File: config.mk
export PLATFORM = sky130hd
export DESIGN_NAME = axil_mem_tester_flat
export DESIGN_NICKNAME = d
export VERILOG_FILES = /design/src/rtl/memtest_pkg.sv /design/src/rtl/taxi_axil_if.sv /design/src/rtl/memtest_lfsr.sv /design/src/rtl/axil_mem_tester.sv /design/src/flat_wrapper.sv
export SDC_FILE = /design/constraint.sdc
export NUM_CORES = 1
export LEC_CHECK = 0
export CAP_MARGIN = 20
export CELL_PAD_IN_SITES_DETAIL_PLACEMENT = 1
export CELL_PAD_IN_SITES_GLOBAL_PLACEMENT = 1
export CORE_UTILIZATION = 40
export CTS_CLUSTER_DIAMETER = 120
export DETAILED_ROUTE_END_ITERATION = 8
export DONT_BUFFER_PORTS = 1
export PLACE_DENSITY_LB_ADDON = 0.05
export SYNTH_ARGS = -nofsm -noshare
export SYNTH_HDL_FRONTEND = slang
export SYNTH_SLANG_ARGS = --single-unit
File: constraint.sdc
create_clock -name clk -period 3.1 [get_ports clk]
set_clock_uncertainty 0.05 [all_clocks]
set_input_delay 0.465 -clock clk [delete_from_list [all_inputs] [get_ports clk]]
set_output_delay 0.465 -clock clk [all_outputs]
set_load 0.005 [all_outputs]
File: src/rtl/memtest_pkg.sv
// Shared definitions for the AXI-Lite memory tester: FSM state encoding,
// AXI response codes and the Galois LFSR step used by both test phases.
package memtest_pkg;

  typedef enum logic [2:0] {
    StIdle,
    StWrReq,
    StWrResp,
    StRdReq,
    StRdResp,
    StDone
  } state_e;

  localparam logic [1:0]  RespOkay   = 2'b00;
  localparam logic [1:0]  RespSlverr = 2'b10;
  localparam logic [31:0] LfsrTaps   = 32'h8020_0003;

  // One right-shift Galois step; a nonzero state never maps to zero because
  // a shifted-out 1 always sets bit 31 through the taps.
  function automatic logic [31:0] lfsr_next(input logic [31:0] s);
    logic [31:0] n;
    n = {1'b0, s[31:1]};
    if (s[0]) n = n ^ LfsrTaps;
    return n;
  endfunction

endpackage

File: src/rtl/taxi_axil_if.sv
// AXI-Lite interface bundle.
// Modports: man (manager drives aw/w/ar channels and b/r readies),
//           sub (subordinate drives the opposite directions).
interface taxi_axil_if #(
  parameter int unsigned DATA_W = 32,
  parameter int unsigned ADDR_W = 32
) ();
  logic [ADDR_W-1:0]   awaddr;
  logic [2:0]          awprot;
  logic                awvalid;
  logic                awready;
  logic [DATA_W-1:0]   wdata;
  logic [DATA_W/8-1:0] wstrb;
  logic                wvalid;
  logic                wready;
  logic [1:0]          bresp;
  logic                bvalid;
  logic                bready;
  logic [ADDR_W-1:0]   araddr;
  logic [2:0]          arprot;
  logic                arvalid;
  logic                arready;
  logic [DATA_W-1:0]   rdata;
  logic [1:0]          rresp;
  logic                rvalid;
  logic                rready;

  modport man (
    output awaddr, awprot, awvalid, input awready,
    output wdata, wstrb, wvalid, input wready,
    input bresp, bvalid, output bready,
    output araddr, arprot, arvalid, input arready,
    input rdata, rresp, rvalid, output rready
  );

  modport sub (
    input awaddr, awprot, awvalid, output awready,
    input wdata, wstrb, wvalid, output wready,
    output bresp, bvalid, input bready,
    input araddr, arprot, arvalid, output arready,
    output rdata, rresp, rvalid, input rready
  );
endinterface

File: src/rtl/memtest_lfsr.sv
// Pattern generator for the memory tester.
// Ports: clk, rst (async active-low), load (value <= seed, has priority),
//        advance (value <= next Galois step), seed, value (registered state).
module memtest_lfsr import memtest_pkg::*; #(
  parameter logic [31:0] RESET_VAL = 32'h0000_0001
) (
  input  logic        clk,
  input  logic        rst,
  input  logic        load,
  input  logic        advance,
  input  logic [31:0] seed,
  output logic [31:0] value
);

  always_ff @(posedge clk or negedge rst) begin
    if (!rst) begin
      value <= RESET_VAL;
    end else if (load) begin
      value <= seed;
    end else if (advance) begin
      value <= lfsr_next(value);
    end
  end

endmodule

File: src/rtl/axil_mem_tester.sv
// AXI-Lite master that writes an LFSR pattern over a word window, reads it
// back and compares. One transaction outstanding at any time.
// Ports: clk, rst (async active-low), axi_if (AXI-Lite manager), start,
//        busy, done, pass, err_count (saturating), first_err_addr, timeout.
// Optional: define MEMTEST_TIMEOUT_EN to enable the stall watchdog
//           (TIMEOUT_CYC cycles without progress forces DONE with timeout=1).
module axil_mem_tester import memtest_pkg::*; #(
  parameter logic [31:0] ADDR_BASE   = 32'h0000_0000,
  parameter int unsigned NUM_WORDS   = 1024,
  parameter logic [31:0] SEED        = 32'hACE1_2468,
  parameter int unsigned ERR_W       = 16,
  parameter int unsigned TIMEOUT_CYC = 4096
) (
  input  logic             clk,
  input  logic             rst,
  taxi_axil_if.man         axi_if,
  input  logic             start,
  output logic             busy,
  output logic             done,
  output logic             pass,
  output logic [ERR_W-1:0] err_count,
  output logic [31:0]      first_err_addr,
  output logic             timeout
);

  state_e      state;
  logic [31:0] addr, idx, lfsr;
  logic        aw_done, w_done, err_seen;
  logic        aw_hs, w_hs, b_hs, ar_hs, r_hs, any_hs;
  logic        last, start_ok, lfsr_load, lfsr_adv, beat_err, tmo_fire;

  assign axi_if.awprot = 3'b000;
  assign axi_if.arprot = 3'b000;

  always_comb begin
    aw_hs     = axi_if.awvalid & axi_if.awready;
    w_hs      = axi_if.wvalid & axi_if.wready;
    b_hs      = (state == StWrResp) & axi_if.bvalid & axi_if.bready;
    ar_hs     = axi_if.arvalid & axi_if.arready;
    r_hs      = (state == StRdResp) & axi_if.rvalid & axi_if.rready;
    any_hs    = aw_hs | w_hs | b_hs | ar_hs | r_hs;
    last      = (idx == 32'(NUM_WORDS - 1));
    start_ok  = ((state == StIdle) | (state == StDone)) & start;
    // Reseed when the write phase finishes so the read phase regenerates it.
    lfsr_load = start_ok | (b_hs & last);
    lfsr_adv  = (b_hs & ~last) | r_hs;
    beat_err  = (b_hs & (axi_if.bresp != RespOkay)) |
                (r_hs & ((axi_if.rdata != lfsr) | (axi_if.rresp != RespOkay)));
  end

  memtest_lfsr #(
    .RESET_VAL(SEED)
  ) u_lfsr (
    .clk    (clk),
    .rst    (rst),
    .load   (lfsr_load),
    .advance(lfsr_adv),
    .seed   (SEED),
    .value  (lfsr)
  );

`ifdef MEMTEST_TIMEOUT_EN
  logic [31:0] tmo_cnt;
  logic        active;

  // Every state change coincides with a handshake or an accepted start,
  // so clearing on those also clears on state changes.
  assign active   = (state == StWrReq) | (state == StWrResp) |
                    (state == StRdReq) | (state == StRdResp);
  assign tmo_fire = active & ~any_hs & (tmo_cnt == 32'(TIMEOUT_CYC - 1));

  always_ff @(posedge clk or negedge rst) begin
    if (!rst) begin
      tmo_cnt <= '0;
    end else if (!active || any_hs || tmo_fire) begin
      tmo_cnt <= '0;
    end else begin
      tmo_cnt <= tmo_cnt + 32'd1;
    end
  end
`else
  logic unused_tmo;
  assign unused_tmo = ^TIMEOUT_CYC ^ any_hs;
  assign tmo_fire   = 1'b0;
`endif

  always_ff @(posedge clk or negedge rst) begin
    if (!rst) begin
      state          <= StIdle;
      addr           <= '0;
      idx            <= '0;
      aw_done        <= 1'b0;
      w_done         <= 1'b0;
      err_seen       <= 1'b0;
      busy           <= 1'b0;
      done           <= 1'b0;
      pass           <= 1'b0;
      timeout        <= 1'b0;
      err_count      <= '0;
      first_err_addr <= '0;
      axi_if.awvalid <= 1'b0;
      axi_if.awaddr  <= '0;
      axi_if.wvalid  <= 1'b0;
      axi_if.wdata   <= '0;
      axi_if.wstrb   <= '0;
      axi_if.bready  <= 1'b0;
      axi_if.arvalid <= 1'b0;
      axi_if.araddr  <= '0;
      axi_if.rready  <= 1'b0;
    end else begin
      if (beat_err) begin
        if (err_count != '1) err_count <= err_count + ERR_W'(1);
        if (!err_seen) begin
          err_seen       <= 1'b1;
          first_err_addr <= addr;
        end
      end

      unique case (state)
        StIdle, StDone: begin
          if (start) begin
            state          <= StWrReq;
            busy           <= 1'b1;
            done           <= 1'b0;
            pass           <= 1'b0;
            timeout        <= 1'b0;
            err_count      <= '0;
            first_err_addr <= '0;
            err_seen       <= 1'b0;
            addr           <= ADDR_BASE;
            idx            <= '0;
            axi_if.awvalid <= 1'b1;
            axi_if.awaddr  <= ADDR_BASE;
            axi_if.wvalid  <= 1'b1;
            axi_if.wdata   <= SEED;
            axi_if.wstrb   <= 4'hF;
          end
        end
        StWrReq: begin
          if (aw_hs) begin
            axi_if.awvalid <= 1'b0;
            aw_done        <= 1'b1;
          end
          if (w_hs) begin
            axi_if.wvalid <= 1'b0;
            w_done        <= 1'b1;
          end
          if ((aw_done | aw_hs) & (w_done | w_hs)) begin
            aw_done       <= 1'b0;
            w_done        <= 1'b0;
            axi_if.bready <= 1'b1;
            state         <= StWrResp;
          end
        end
        StWrResp: begin
          if (b_hs) begin
            axi_if.bready <= 1'b0;
            if (last) begin
              idx            <= '0;
              addr           <= ADDR_BASE;
              axi_if.arvalid <= 1'b1;
              axi_if.araddr  <= ADDR_BASE;
              state          <= StRdReq;
            end else begin
              idx            <= idx + 32'd1;
              addr           <= addr + 32'd4;
              axi_if.awvalid <= 1'b1;
              axi_if.awaddr  <= addr + 32'd4;
              axi_if.wvalid  <= 1'b1;
              axi_if.wdata   <= lfsr_next(lfsr);
              state          <= StWrReq;
            end
          end
        end
        StRdReq: begin
          if (ar_hs) begin
            axi_if.arvalid <= 1'b0;
            axi_if.rready  <= 1'b1;
            state          <= StRdResp;
          end
        end
        StRdResp: begin
          if (r_hs) begin
            axi_if.rready <= 1'b0;
            if (last) begin
              busy  <= 1'b0;
              done  <= 1'b1;
              pass  <= (err_count == '0) & ~beat_err;
              state <= StDone;
            end else begin
              idx            <= idx + 32'd1;
              addr           <= addr + 32'd4;
              axi_if.arvalid <= 1'b1;
              axi_if.araddr  <= addr + 32'd4;
              state          <= StRdReq;
            end
          end
        end
        default: state <= StIdle;
      endcase

      // Watchdog overrides whatever the FSM would have done this cycle.
      if (tmo_fire) begin
        aw_done        <= 1'b0;
        w_done         <= 1'b0;
        axi_if.awvalid <= 1'b0;
        axi_if.wvalid  <= 1'b0;
        axi_if.bready  <= 1'b0;
        axi_if.arvalid <= 1'b0;
        axi_if.rready  <= 1'b0;
        busy           <= 1'b0;
        done           <= 1'b1;
        pass           <= 1'b0;
        timeout        <= 1'b1;
        state          <= StDone;
      end
    end
  end

endmodule

File: src/flat_wrapper.sv
// flat-port wrapper written by rule: the top's interface ports become plain ports
module axil_mem_tester_flat import memtest_pkg::*;
#(
  parameter logic [31:0] ADDR_BASE   = 32'h0000_0000,
  parameter int unsigned NUM_WORDS   = 1024,
  parameter logic [31:0] SEED        = 32'hACE1_2468,
  parameter int unsigned ERR_W       = 16,
  parameter int unsigned TIMEOUT_CYC = 4096
)
  (clk, rst, start, busy, done, pass, err_count, first_err_addr, timeout, axi_if_awaddr, axi_if_awprot, axi_if_awvalid, axi_if_awready, axi_if_wdata, axi_if_wstrb, axi_if_wvalid, axi_if_wready, axi_if_bresp, axi_if_bvalid, axi_if_bready, axi_if_araddr, axi_if_arprot, axi_if_arvalid, axi_if_arready, axi_if_rdata, axi_if_rresp, axi_if_rvalid, axi_if_rready);
  taxi_axil_if axi_if_i ();
  input  logic clk;
  input  logic rst;
  input  logic start;
  output logic busy;
  output logic done;
  output logic pass;
  output logic [ERR_W-1:0] err_count;
  output logic [31:0] first_err_addr;
  output logic timeout;
  output wire logic [$bits(axi_if_i.awaddr)-1:0] axi_if_awaddr;
  output wire logic [$bits(axi_if_i.awprot)-1:0] axi_if_awprot;
  output wire logic [$bits(axi_if_i.awvalid)-1:0] axi_if_awvalid;
  input wire logic [$bits(axi_if_i.awready)-1:0] axi_if_awready;
  output wire logic [$bits(axi_if_i.wdata)-1:0] axi_if_wdata;
  output wire logic [$bits(axi_if_i.wstrb)-1:0] axi_if_wstrb;
  output wire logic [$bits(axi_if_i.wvalid)-1:0] axi_if_wvalid;
  input wire logic [$bits(axi_if_i.wready)-1:0] axi_if_wready;
  input wire logic [$bits(axi_if_i.bresp)-1:0] axi_if_bresp;
  input wire logic [$bits(axi_if_i.bvalid)-1:0] axi_if_bvalid;
  output wire logic [$bits(axi_if_i.bready)-1:0] axi_if_bready;
  output wire logic [$bits(axi_if_i.araddr)-1:0] axi_if_araddr;
  output wire logic [$bits(axi_if_i.arprot)-1:0] axi_if_arprot;
  output wire logic [$bits(axi_if_i.arvalid)-1:0] axi_if_arvalid;
  input wire logic [$bits(axi_if_i.arready)-1:0] axi_if_arready;
  input wire logic [$bits(axi_if_i.rdata)-1:0] axi_if_rdata;
  input wire logic [$bits(axi_if_i.rresp)-1:0] axi_if_rresp;
  input wire logic [$bits(axi_if_i.rvalid)-1:0] axi_if_rvalid;
  output wire logic [$bits(axi_if_i.rready)-1:0] axi_if_rready;
  assign axi_if_awaddr = axi_if_i.awaddr;
  assign axi_if_awprot = axi_if_i.awprot;
  assign axi_if_awvalid = axi_if_i.awvalid;
  assign axi_if_i.awready = axi_if_awready;
  assign axi_if_wdata = axi_if_i.wdata;
  assign axi_if_wstrb = axi_if_i.wstrb;
  assign axi_if_wvalid = axi_if_i.wvalid;
  assign axi_if_i.wready = axi_if_wready;
  assign axi_if_i.bresp = axi_if_bresp;
  assign axi_if_i.bvalid = axi_if_bvalid;
  assign axi_if_bready = axi_if_i.bready;
  assign axi_if_araddr = axi_if_i.araddr;
  assign axi_if_arprot = axi_if_i.arprot;
  assign axi_if_arvalid = axi_if_i.arvalid;
  assign axi_if_i.arready = axi_if_arready;
  assign axi_if_i.rdata = axi_if_rdata;
  assign axi_if_i.rresp = axi_if_rresp;
  assign axi_if_i.rvalid = axi_if_rvalid;
  assign axi_if_rready = axi_if_i.rready;
  axil_mem_tester #(.ADDR_BASE(ADDR_BASE), .NUM_WORDS(NUM_WORDS), .SEED(SEED), .ERR_W(ERR_W), .TIMEOUT_CYC(TIMEOUT_CYC)) u_core (.clk(clk), .rst(rst), .axi_if(axi_if_i), .start(start), .busy(busy), .done(done), .pass(pass), .err_count(err_count), .first_err_addr(first_err_addr), .timeout(timeout));
endmodule
==> impl_metrics.json <==
{
  "outcome": "finished with violations",
  "failed_checks": "hold timing",
  "die_area_um2": 30000,
  "path_max_fanout": 21,
  "p_leak_nw": 5.61,
  "cts_tree": "done",
  "area_growth_pct": 12.2,
  "nNetsFinal": 1196,
  "ios": 207,
  "initial_core_util_pct": 40.8,
  "startpoint_type": "flop",
  "fin_setup_tns_ns": 0,
  "critPathMaxStageDelay_ns": 0.69,
  "crit_required_ns": 3.53,
  "clock_latency_ns": 0.56,
  "avgRoutedWirePerCell_um": 22.6,
  "antenna_left": 0,
  "placementRows": 62,
  "async_reset_ff_share_pct": 100,
  "r2r_end": "u_core.first_err_addr[16]",
  "fmax_ghz": 0.348,
  "post_dp_cell_area_um2": 12100,
  "cpMaxStageDelayCell": "nor4_1",
  "root_buffer": "clkbuf_16",
  "place_congestion": 0.797,
  "fin_area_um2": 13200,
  "synth_seq_cells": 251,
  "post-layout-total-power_mw": 6.90,
  "ys_seq_area_share_pct": 53.7,
  "coreArea_um2": 28800,
  "cts_buffers": 30,
  "yosysTopAreaCellShare_pct": 50.8,
  "cts.sinks": 251,
  "arrival_ns": 3.31,
  "hpwl_mm": 23.5,
  "synth.largest_area_cell": "dfrtp_1",
  "overflow": 0,
  "slew-limit-headroom_pct": 39.6,
  "drt_iter0_drc": 389,
  "register_area_um2": 6300,
  "syn_area_um2": 11700,
  "worst_pin_slew_ns": 0.907,
  "min_period_ns": 2.87,
  "rsz0062_at_grt": "no",
  "rr_startpoint": "u_core.state[1]",
  "whs_ns": -0.448,
  "n_antenna_cell": 0,
  "antenna_found_initial": 0,
  "cts_max_level": 1,
  "clk_path_buf_depth": 3,
  "drt-total-wl_mm": 35.1,
  "syn_area_per_cell_um2": 10.0,
  "ir_drop_mv": 0.394,
  "final-hold-violation-count": 251,
  "ys_warn_count": 0,
  "synth_most_common_cell": "dfrtp_1",
  "finalMaxSlewViolations": 0,
  "viasPerCell": 5.79,
  "postCtsSetupRepairBufs": 0,
  "cp-end-kind": "flop",
  "setup_viol": 0,
  "crit_buf_inv": 2,
  "firstDrtPassIters": 4,
  "critPathKind": "reg -> reg",
  "path_cells": "buf_4, nand4b_1, nor3_1, nor4_1, a31o_2, buf_12, o21ai_0, a21oi_1",
  "drcViolationCount": 0,
  "chipHeight_um": 173,
  "synth_ff_type": "dfrtp_1",
  "yosysUniqueCellTypes": 62,
  "grt_max_degree": 252,
  "drive_gt1_share_pct": 10.2,
  "multi_input_area_um2": 4960,
  "hp-class": "in -> async",
  "crit_family": "simple AND/OR/NAND/NOR gates",
  "synth_cells": 1172,
  "grt_use_total_pct": 23.7,
  "period_share_pct": 92.7,
  "synth_commonest_cells": "dfrtp_1 (238), o21ai_0 (111), nand2_1 (102)",
  "nFillCells": 3220,
  "grt_pass1_vias": 9339,
  "r2r_cells": 8,
  "maxCapViolations": 0,
  "die_x_um": 173,
  "io_buffers": 0,
  "grt_pass1_wl_mm": 56.5,
  "synth_edf_count": 0,
  "synth.area.top_cells": "dfrtp_1 (51%), o21ai_0 (4.7%), xnor2_1 (4.4%)",
  "vias": 9011,
  "power_density_nw_per_um2": 524,
  "clk_pin_slew_worst_paths_ns": 0.06,
  "reg2reg_slack_ns": 0.23
}
-- layer usage --
metal	share of wire (%)	global-route usage [%]
met4	1.3	4.35
met3	5.2	4.89
met5	0	0
met2	47	37.9
met1	46	33.5
-- placed cells by master (no fill, tap or decap), types with 45 or more instances in the layout --
cell type	n
a21oi_1	72
dfrtp_1	238
nand2_1	102
nand3_1	55
nor2_1	74
o21ai_0	111
o31ai_1	45
xnor2_1	59
-- flip-flops by register name, summed over array words and instances, names as in the netlist, 16 cells and up --
name                   count
u_core.err_count          16
u_core.idx                32
u_core.first_err_addr     32
u_core.addr               30
u_core.axi_if.araddr      31
u_core.u_lfsr.value       32
u_core.axi_if.awaddr      31
u_core.axi_if.wdata       32
-- power by group --
part / leakage [nW] / internal, mW / switching, mW
clock: 0.506 / 2.18 / 1.42
combinational: 1.71 / 0.0159 / 0.0128
sequential: 3.39 / 3.28 / 0
total: 5.61 / 5.47 / 1.43
-- repair_timing --
item                                    in CTS  in global routing
endpoints found under the hold margin      251                251
endpoints found under the setup margin       0                 10
gates resized for setup                      0                  1
-- cell type report --
| class | count | share of cell area (%) |
|---|---|---|
| Clock buffer | 45 | 6.89 |
| Clock inverter | 11 | 0.922 |
| Inverter | 20 | 0.570 |
| Multi-Input combinational cell | 810 | 37.7 |
| Sequential cell | 251 | 47.8 |
| Tap cell | 384 | 3.65 |
| Timing Repair Buffer | 35 | 2.47 |
-- worst max-delay path by stage --
stage / from / end / depth (start not counted)
3_3_place_gp: u_core.idx[16] / u_core.axi_if.araddr[19] / 6
5_1_grt: u_core.state[1] / u_core.first_err_addr[4] / 8
3_5_place_dp: u_core.idx[10] / u_core.axi_if.araddr[20] / 6
2_1_floorplan: u_core.idx[10] / u_core.axi_if.araddr[24] / 8
4_1_cts: u_core.idx[10] / u_core.axi_if.araddr[20] / 6
6_report: u_core.state[1] / u_core.first_err_addr[16] / 8
-- metrics by stage --
| stage | utilization [%] | cells | setup WS (ns) | hold WS, ns |
|---|---|---|---|---|
| after floorplan | - | 1178 | 0.547 | 0.119 |
| after global placement | 42.1 | 1500 | 0.279 | 0.125 |
| after detailed placement | 42.1 | 1500 | 0.195 | 0.127 |
| after CTS | 45.7 | 1556 | 0.176 | -0.476 |
| after global routing | 45.7 | 1556 | 0.0389 | -0.481 |
| final | 45.7 | 1556 | 0.225 | -0.448 |
-- cell families after synthesis --
kind of cell | Yosys count | synth area share [%]
muxes | 5 | 0.437
other | 1 | 0.0320
xor gates and xnor gates | 82 | 6.12
and+or+nand+nor | 380 | 16.6
DFF | 251 | 53.7
buffers and inverters | 117 | 4.51
AOI/OAI and AO/OA | 332 | 18.2
adders and majority gates | 4 | 0.427
(Power assumes the default switching activity.)
